**src/rtl/vga_scan_gen.sv**
```systemverilog
// Raster-scan timing generator: pixel-enable divider, x/y scan counters, syncs and strobes.
// Define VGA_FRAME_CNT_EN to add the 16-bit frame_cnt output.
module vga_scan_gen #(
    parameter int unsigned H_DISPLAY   = 640,
    parameter int unsigned H_FRONT     = 16,
    parameter int unsigned H_SYNC      = 96,
    parameter int unsigned H_BACK      = 48,
    parameter int unsigned V_DISPLAY   = 480,
    parameter int unsigned V_FRONT     = 10,
    parameter int unsigned V_SYNC      = 2,
    parameter int unsigned V_BACK      = 33,
    parameter int unsigned CLK_DIV     = 4,
    parameter bit          SYNC_ACTIVE = 1'b0
) (
    input  logic       clk,
    input  logic       rst_n,
    output logic [9:0] x,
    output logic [9:0] y,
    output logic       hsync,
    output logic       vsync,
    output logic       video_on,
    output logic       p_tick,
    output logic       line_start,
    output logic       frame_start
`ifdef VGA_FRAME_CNT_EN
    ,
    output logic [15:0] frame_cnt
`endif
);

    localparam int unsigned H_TOTAL = H_DISPLAY + H_FRONT + H_SYNC + H_BACK;
    localparam int unsigned V_TOTAL = V_DISPLAY + V_FRONT + V_SYNC + V_BACK;

    if (H_TOTAL > 1024 || H_TOTAL < 1) begin : g_bad_h_total
        $error("vga_scan_gen: H_TOTAL must be 1..1024");
    end
    if (V_TOTAL > 1024 || V_TOTAL < 1) begin : g_bad_v_total
        $error("vga_scan_gen: V_TOTAL must be 1..1024");
    end
    if (CLK_DIV < 1 || CLK_DIV > 16) begin : g_bad_clk_div
        $error("vga_scan_gen: CLK_DIV must be 1..16");
    end

    localparam logic [9:0]  H_MAX    = 10'(H_TOTAL - 1);
    localparam logic [9:0]  V_MAX    = 10'(V_TOTAL - 1);
    localparam logic [3:0]  DIV_MAX  = 4'(CLK_DIV - 1);
    localparam logic [10:0] H_VIS    = 11'(H_DISPLAY);
    localparam logic [10:0] V_VIS    = 11'(V_DISPLAY);
    localparam logic [10:0] HS_FIRST = 11'(H_DISPLAY + H_FRONT);
    localparam logic [10:0] HS_LIMIT = 11'(H_DISPLAY + H_FRONT + H_SYNC);
    localparam logic [10:0] VS_FIRST = 11'(V_DISPLAY + V_FRONT);
    localparam logic [10:0] VS_LIMIT = 11'(V_DISPLAY + V_FRONT + V_SYNC);

    logic [3:0] r_div;
    logic       r_p_tick;
    logic [9:0] r_x;
    logic [9:0] r_y;
    logic       r_hsync;
    logic       r_vsync;
    logic       r_video_on;
    logic       r_line_start;
    logic       r_frame_start;

    logic [9:0] w_x_nxt;
    logic [9:0] w_y_nxt;
    logic       w_line_wrap;
    logic       w_frame_wrap;
    logic       w_hs_act;
    logic       w_vs_act;
    logic       w_video;

    assign w_line_wrap  = r_p_tick && (r_x == H_MAX);
    assign w_frame_wrap = w_line_wrap && (r_y == V_MAX);

    always_comb begin
        w_x_nxt = r_x;
        w_y_nxt = r_y;
        if (r_p_tick) begin
            if (r_x == H_MAX) begin
                w_x_nxt = '0;
                w_y_nxt = (r_y == V_MAX) ? '0 : r_y + 10'd1;
            end else begin
                w_x_nxt = r_x + 10'd1;
            end
        end
    end

    // Decode from next-state counters so registered syncs line up with registered x/y.
    always_comb begin
        w_hs_act = ({1'b0, w_x_nxt} >= HS_FIRST) && ({1'b0, w_x_nxt} < HS_LIMIT);
        w_vs_act = ({1'b0, w_y_nxt} >= VS_FIRST) && ({1'b0, w_y_nxt} < VS_LIMIT);
        w_video  = ({1'b0, w_x_nxt} < H_VIS) && ({1'b0, w_y_nxt} < V_VIS);
    end

    always_ff @(posedge clk) begin
        if (!rst_n) begin
            r_div         <= '0;
            r_p_tick      <= 1'b0;
            r_x           <= '0;
            r_y           <= '0;
            r_hsync       <= ~SYNC_ACTIVE;
            r_vsync       <= ~SYNC_ACTIVE;
            r_video_on    <= 1'b0;
            r_line_start  <= 1'b0;
            r_frame_start <= 1'b0;
        end else begin
            r_div         <= (r_div == DIV_MAX) ? '0 : r_div + 4'd1;
            r_p_tick      <= (r_div == DIV_MAX);
            r_x           <= w_x_nxt;
            r_y           <= w_y_nxt;
            r_hsync       <= w_hs_act ? SYNC_ACTIVE : ~SYNC_ACTIVE;
            r_vsync       <= w_vs_act ? SYNC_ACTIVE : ~SYNC_ACTIVE;
            r_video_on    <= w_video;
            r_line_start  <= w_line_wrap;
            r_frame_start <= w_frame_wrap;
        end
    end

`ifdef VGA_FRAME_CNT_EN
    logic [15:0] r_frame_cnt;

    always_ff @(posedge clk) begin
        if (!rst_n) begin
            r_frame_cnt <= '0;
        end else if (w_frame_wrap) begin
            r_frame_cnt <= r_frame_cnt + 16'd1;
        end
    end

    assign frame_cnt = r_frame_cnt;
`endif

    assign x           = r_x;
    assign y           = r_y;
    assign hsync       = r_hsync;
    assign vsync       = r_vsync;
    assign video_on    = r_video_on;
    assign p_tick      = r_p_tick;
    assign line_start  = r_line_start;
    assign frame_start = r_frame_start;

endmodule

```
**config.mk**
```make
export PLATFORM = sky130hd
export DESIGN_NAME = vga_scan_gen
export DESIGN_NICKNAME = d
export VERILOG_FILES = /design/src/rtl/vga_scan_gen.sv
export SDC_FILE = /design/constraint.sdc
export NUM_CORES = 1
export LEC_CHECK = 0
export BUFFER_PORTS_ARGS = -buffer_cell sky130_fd_sc_hd__buf_2
export CORE_MARGIN = 3
export CORE_UTILIZATION = 54
export DETAILED_ROUTE_END_ITERATION = 10
export PLACE_DENSITY = 0.78
export SLEW_MARGIN = 20
export SYNTH_ARGS = -nofsm -noshare
export SYNTH_HDL_FRONTEND = slang
export SYNTH_SLANG_ARGS = --single-unit
```
**constraint.sdc**
```tcl
create_clock -name clk -period 2.6 [get_ports clk]
set_input_delay 0.13 -clock clk [delete_from_list [all_inputs] [get_ports clk]]
set_output_delay 0.13 -clock clk [all_outputs]
set_load 0.005 [all_outputs]
```
==> impl_metrics.csv <==
group,metric,value,unit
clock_tree,cts_tree,"yes",
critical_path,crit_type,"flop to flop",
sta,min_period,2.14,ns
placement,place_inst,237,
min_path,hold_path_class,"input pin to flop",
logic_synthesis,synth_edf_count,0,
finish,area_growth_syn_to_layout,13.4,%
clock_tree,cts_num_sinks,30,
clock_tree,post-cts-setup-buffers,0,
sta,rsz0062_at_grt,"no",
sta,hold_viol,0,
placement,hpwl,2650,um
logic_synthesis,synth.largest_area_cell,"dfxtp_1",
global_routing,grtUsageTotal,0.238,
global_routing,grt_overflow_total,0,
global_routing,grt_pass1_vias,1343,
clock_tree,cts.clk_slew.worst_paths,0.10,ns
sta,skew,0.0122,ns
critical_path,timing.critical_path.to_type,"flop",
finish,fill_cells,221,
clock_tree,cts_buffers,5,
logic_synthesis,synth.top_cells.by_count,"dfxtp_1, nor2_1, nand2_1",
critical_path,critPathMaxFanout,9,
sta,setup_viol,0,
logic_synthesis,synth_cells,187,
logic_synthesis,async_flop_share,0,
logic_synthesis,syn_nets,193,
run_status,status,"finished clean",
detailed_routing,drt_first_pass_iters,4,
global_routing,antenna_found_initial,0,
logic_synthesis,avgSynthCellArea,8.28,um2
logic_synthesis,yosys.cell_types.count,46,
logic_synthesis,syn-cell-area,1550,um2
finish,stdcell_count,245,
logic_synthesis,ys_warn_count,0,
die,coreArea,2590,um2
logic_synthesis,synth.most_common_cell,"dfxtp_1",
placement,gp_congestion,0.994,
die,chipWidth,59.5,um
die,rows,18,
sta,worst_slack,0.456,ns
clock_tree,cts.repair.resized,0,
critical_path,worstSetupStartpointType,"flop",
sta,slew_viol_final,0,
detailed_routing,wl_per_cell,14.9,um
placement,dp_slack,0.473,ns
power,power,0.000782,W
placement,portBuffers,27,
power,p_leak,0.663,nW
sta,max_freq,0.466,GHz
logic_synthesis,ys.flop_type,"dfxtp_1",
clock_tree,clk_latency,0.33,ns
die,io_pins,28,
clock_tree,cts_max_level,2,
critical_path,worst_ep_arrival_time,2.36,ns
detailed_routing,drc,0,
die,initial_core_util,0.598,
logic_synthesis,synth_top_area_frac,0.388,
logic_synthesis,synth_seq_area_share,0.388,
clock_tree,hold_buffers,0,
global_routing,grt_max_degree,14,
global_routing,grt_pass1_wl,6310,um
logic_synthesis,ys_ff_latch,30,
logic_synthesis,yosys-top-cells-area,"dfxtp_1, xnor2_1, nor2_1",
finish,drive_above_1_share,0.191,
clock_tree,cts-root-buf,"clkbuf_4",
sta,min_period_over_period,0.825,
critical_path,crit_required,2.81,ns
detailed_routing,postRouteAntennaNets,0,
die,dieArea,3540,um2
power,ir_drop,0.364,mV
sta,tightest_slew,0.531,ns
clock_tree,cts_buffer_depth,2,
detailed_routing,vias,1478,
detailed_routing,finalWirelength,3660,um
finish,antenna_cells,0,
detailed_routing,drt_iter0_drc,101,
sta,max_slew_margin,0.643,
flow_run,drv_cap,0,
finish,nNetsFinal,220,
die,die_y,59.5,um
detailed_routing,via_per_inst,6.03,
power,power_density,445,nW/um2
sta,fin_setup_tns,0,ns
-- critical path, stage by stage, from the launching register on --
cell	delay (ns)
dfxtp_1	0.41
ha_1	0.26
and2_1	0.20
and4_1	0.44
nand3_1	0.15
a2111oi_0	0.44
nand4_1	0.14
-- placed cells by master, fill, tap and decap left out, types with 3 or more instances in the layout --
cell,n
nand4_1,6
nor3_1,8
nand2b_1,3
o21ai_0,3
clkbuf_4,5
and3_1,3
and2_1,7
nand3_1,6
ha_1,4
nand2_1,18
a2111oi_0,3
xor2_1,3
buf_2,27
a21oi_1,9
dfxtp_1,30
inv_1,4
xnor2_1,12
nor2_1,26
-- routing by layer --
layer,global-route usage,part of all wire
met1,0.316,0.44
met3,0.0850,0.099
met2,0.346,0.45
met4,0.101,0.017
met5,0,0
-- through the flow --
step           area, um2  hold slack, ns   util
2_1_floorplan       1550           0.244      -
3_3_place_gp        1700           0.428  0.655
3_5_place_dp        1700           0.450  0.655
4_1_cts             1760          0.0866  0.678
5_1_grt             1760          0.0880  0.678
6_report            1760          0.0921  0.678
-- logic make-up after synthesis --
kind of cell / count (synthesis) / share of synthesized area
compound gates: 32 / 0.142
xor+xnor: 15 / 0.0849
fa+ha+maj: 4 / 0.0323
buf+inv: 12 / 0.0307
flops: 30 / 0.388
mux: 1 / 0.00647
simple gates: 93 / 0.315
-- worst paths after layout --
check / from / endpoint / slack (ns) / cells after the start
max: x[0]$_SDFF_PN0_ / vsync$_SDFF_PN1_ / 0.46 / 6
min reg2reg: r_div[0]$_SDFF_PP0_ / r_div[0]$_SDFF_PP0_ / 0.46 / 1
max reg2reg: x[0]$_SDFF_PN0_ / vsync$_SDFF_PN1_ / 0.46 / 6
min: rst_n / r_div[0]$_SDFF_PP0_ / 0.09 / 3
-- state kept, by name (all words and copies together) (netlist names) --
signal / count
hsync: 1
line_start: 1
r_div: 4
p_tick: 1
x: 10
frame_start: 1
video_on: 1
vsync: 1
y: 10
-- area by class of cell --
type	instances	area [um2]	area share
multi-input cells	145	900	0.512
clock buffers	7	55.1	0.0314
well taps	30	37.5	0.0214
repair buffers	28	143	0.0813
inverters	4	15.0	0.00855
flip-flops and latches	30	601	0.342
clock inverters	1	5.00	0.00285
-- power by group --
| group | internal [W] | leakage [nW] | switching [W] |
|---|---|---|---|
| Clock | 0.000131 | 0.0353 | 0.000159 |
| Combinational | 0.00000827 | 0.385 | 0.0000132 |
| Sequential | 0.000465 | 0.243 | 0.00000509 |
| Total | 0.000604 | 0.663 | 0.000177 |
Power figures use the tool's default switching activity.
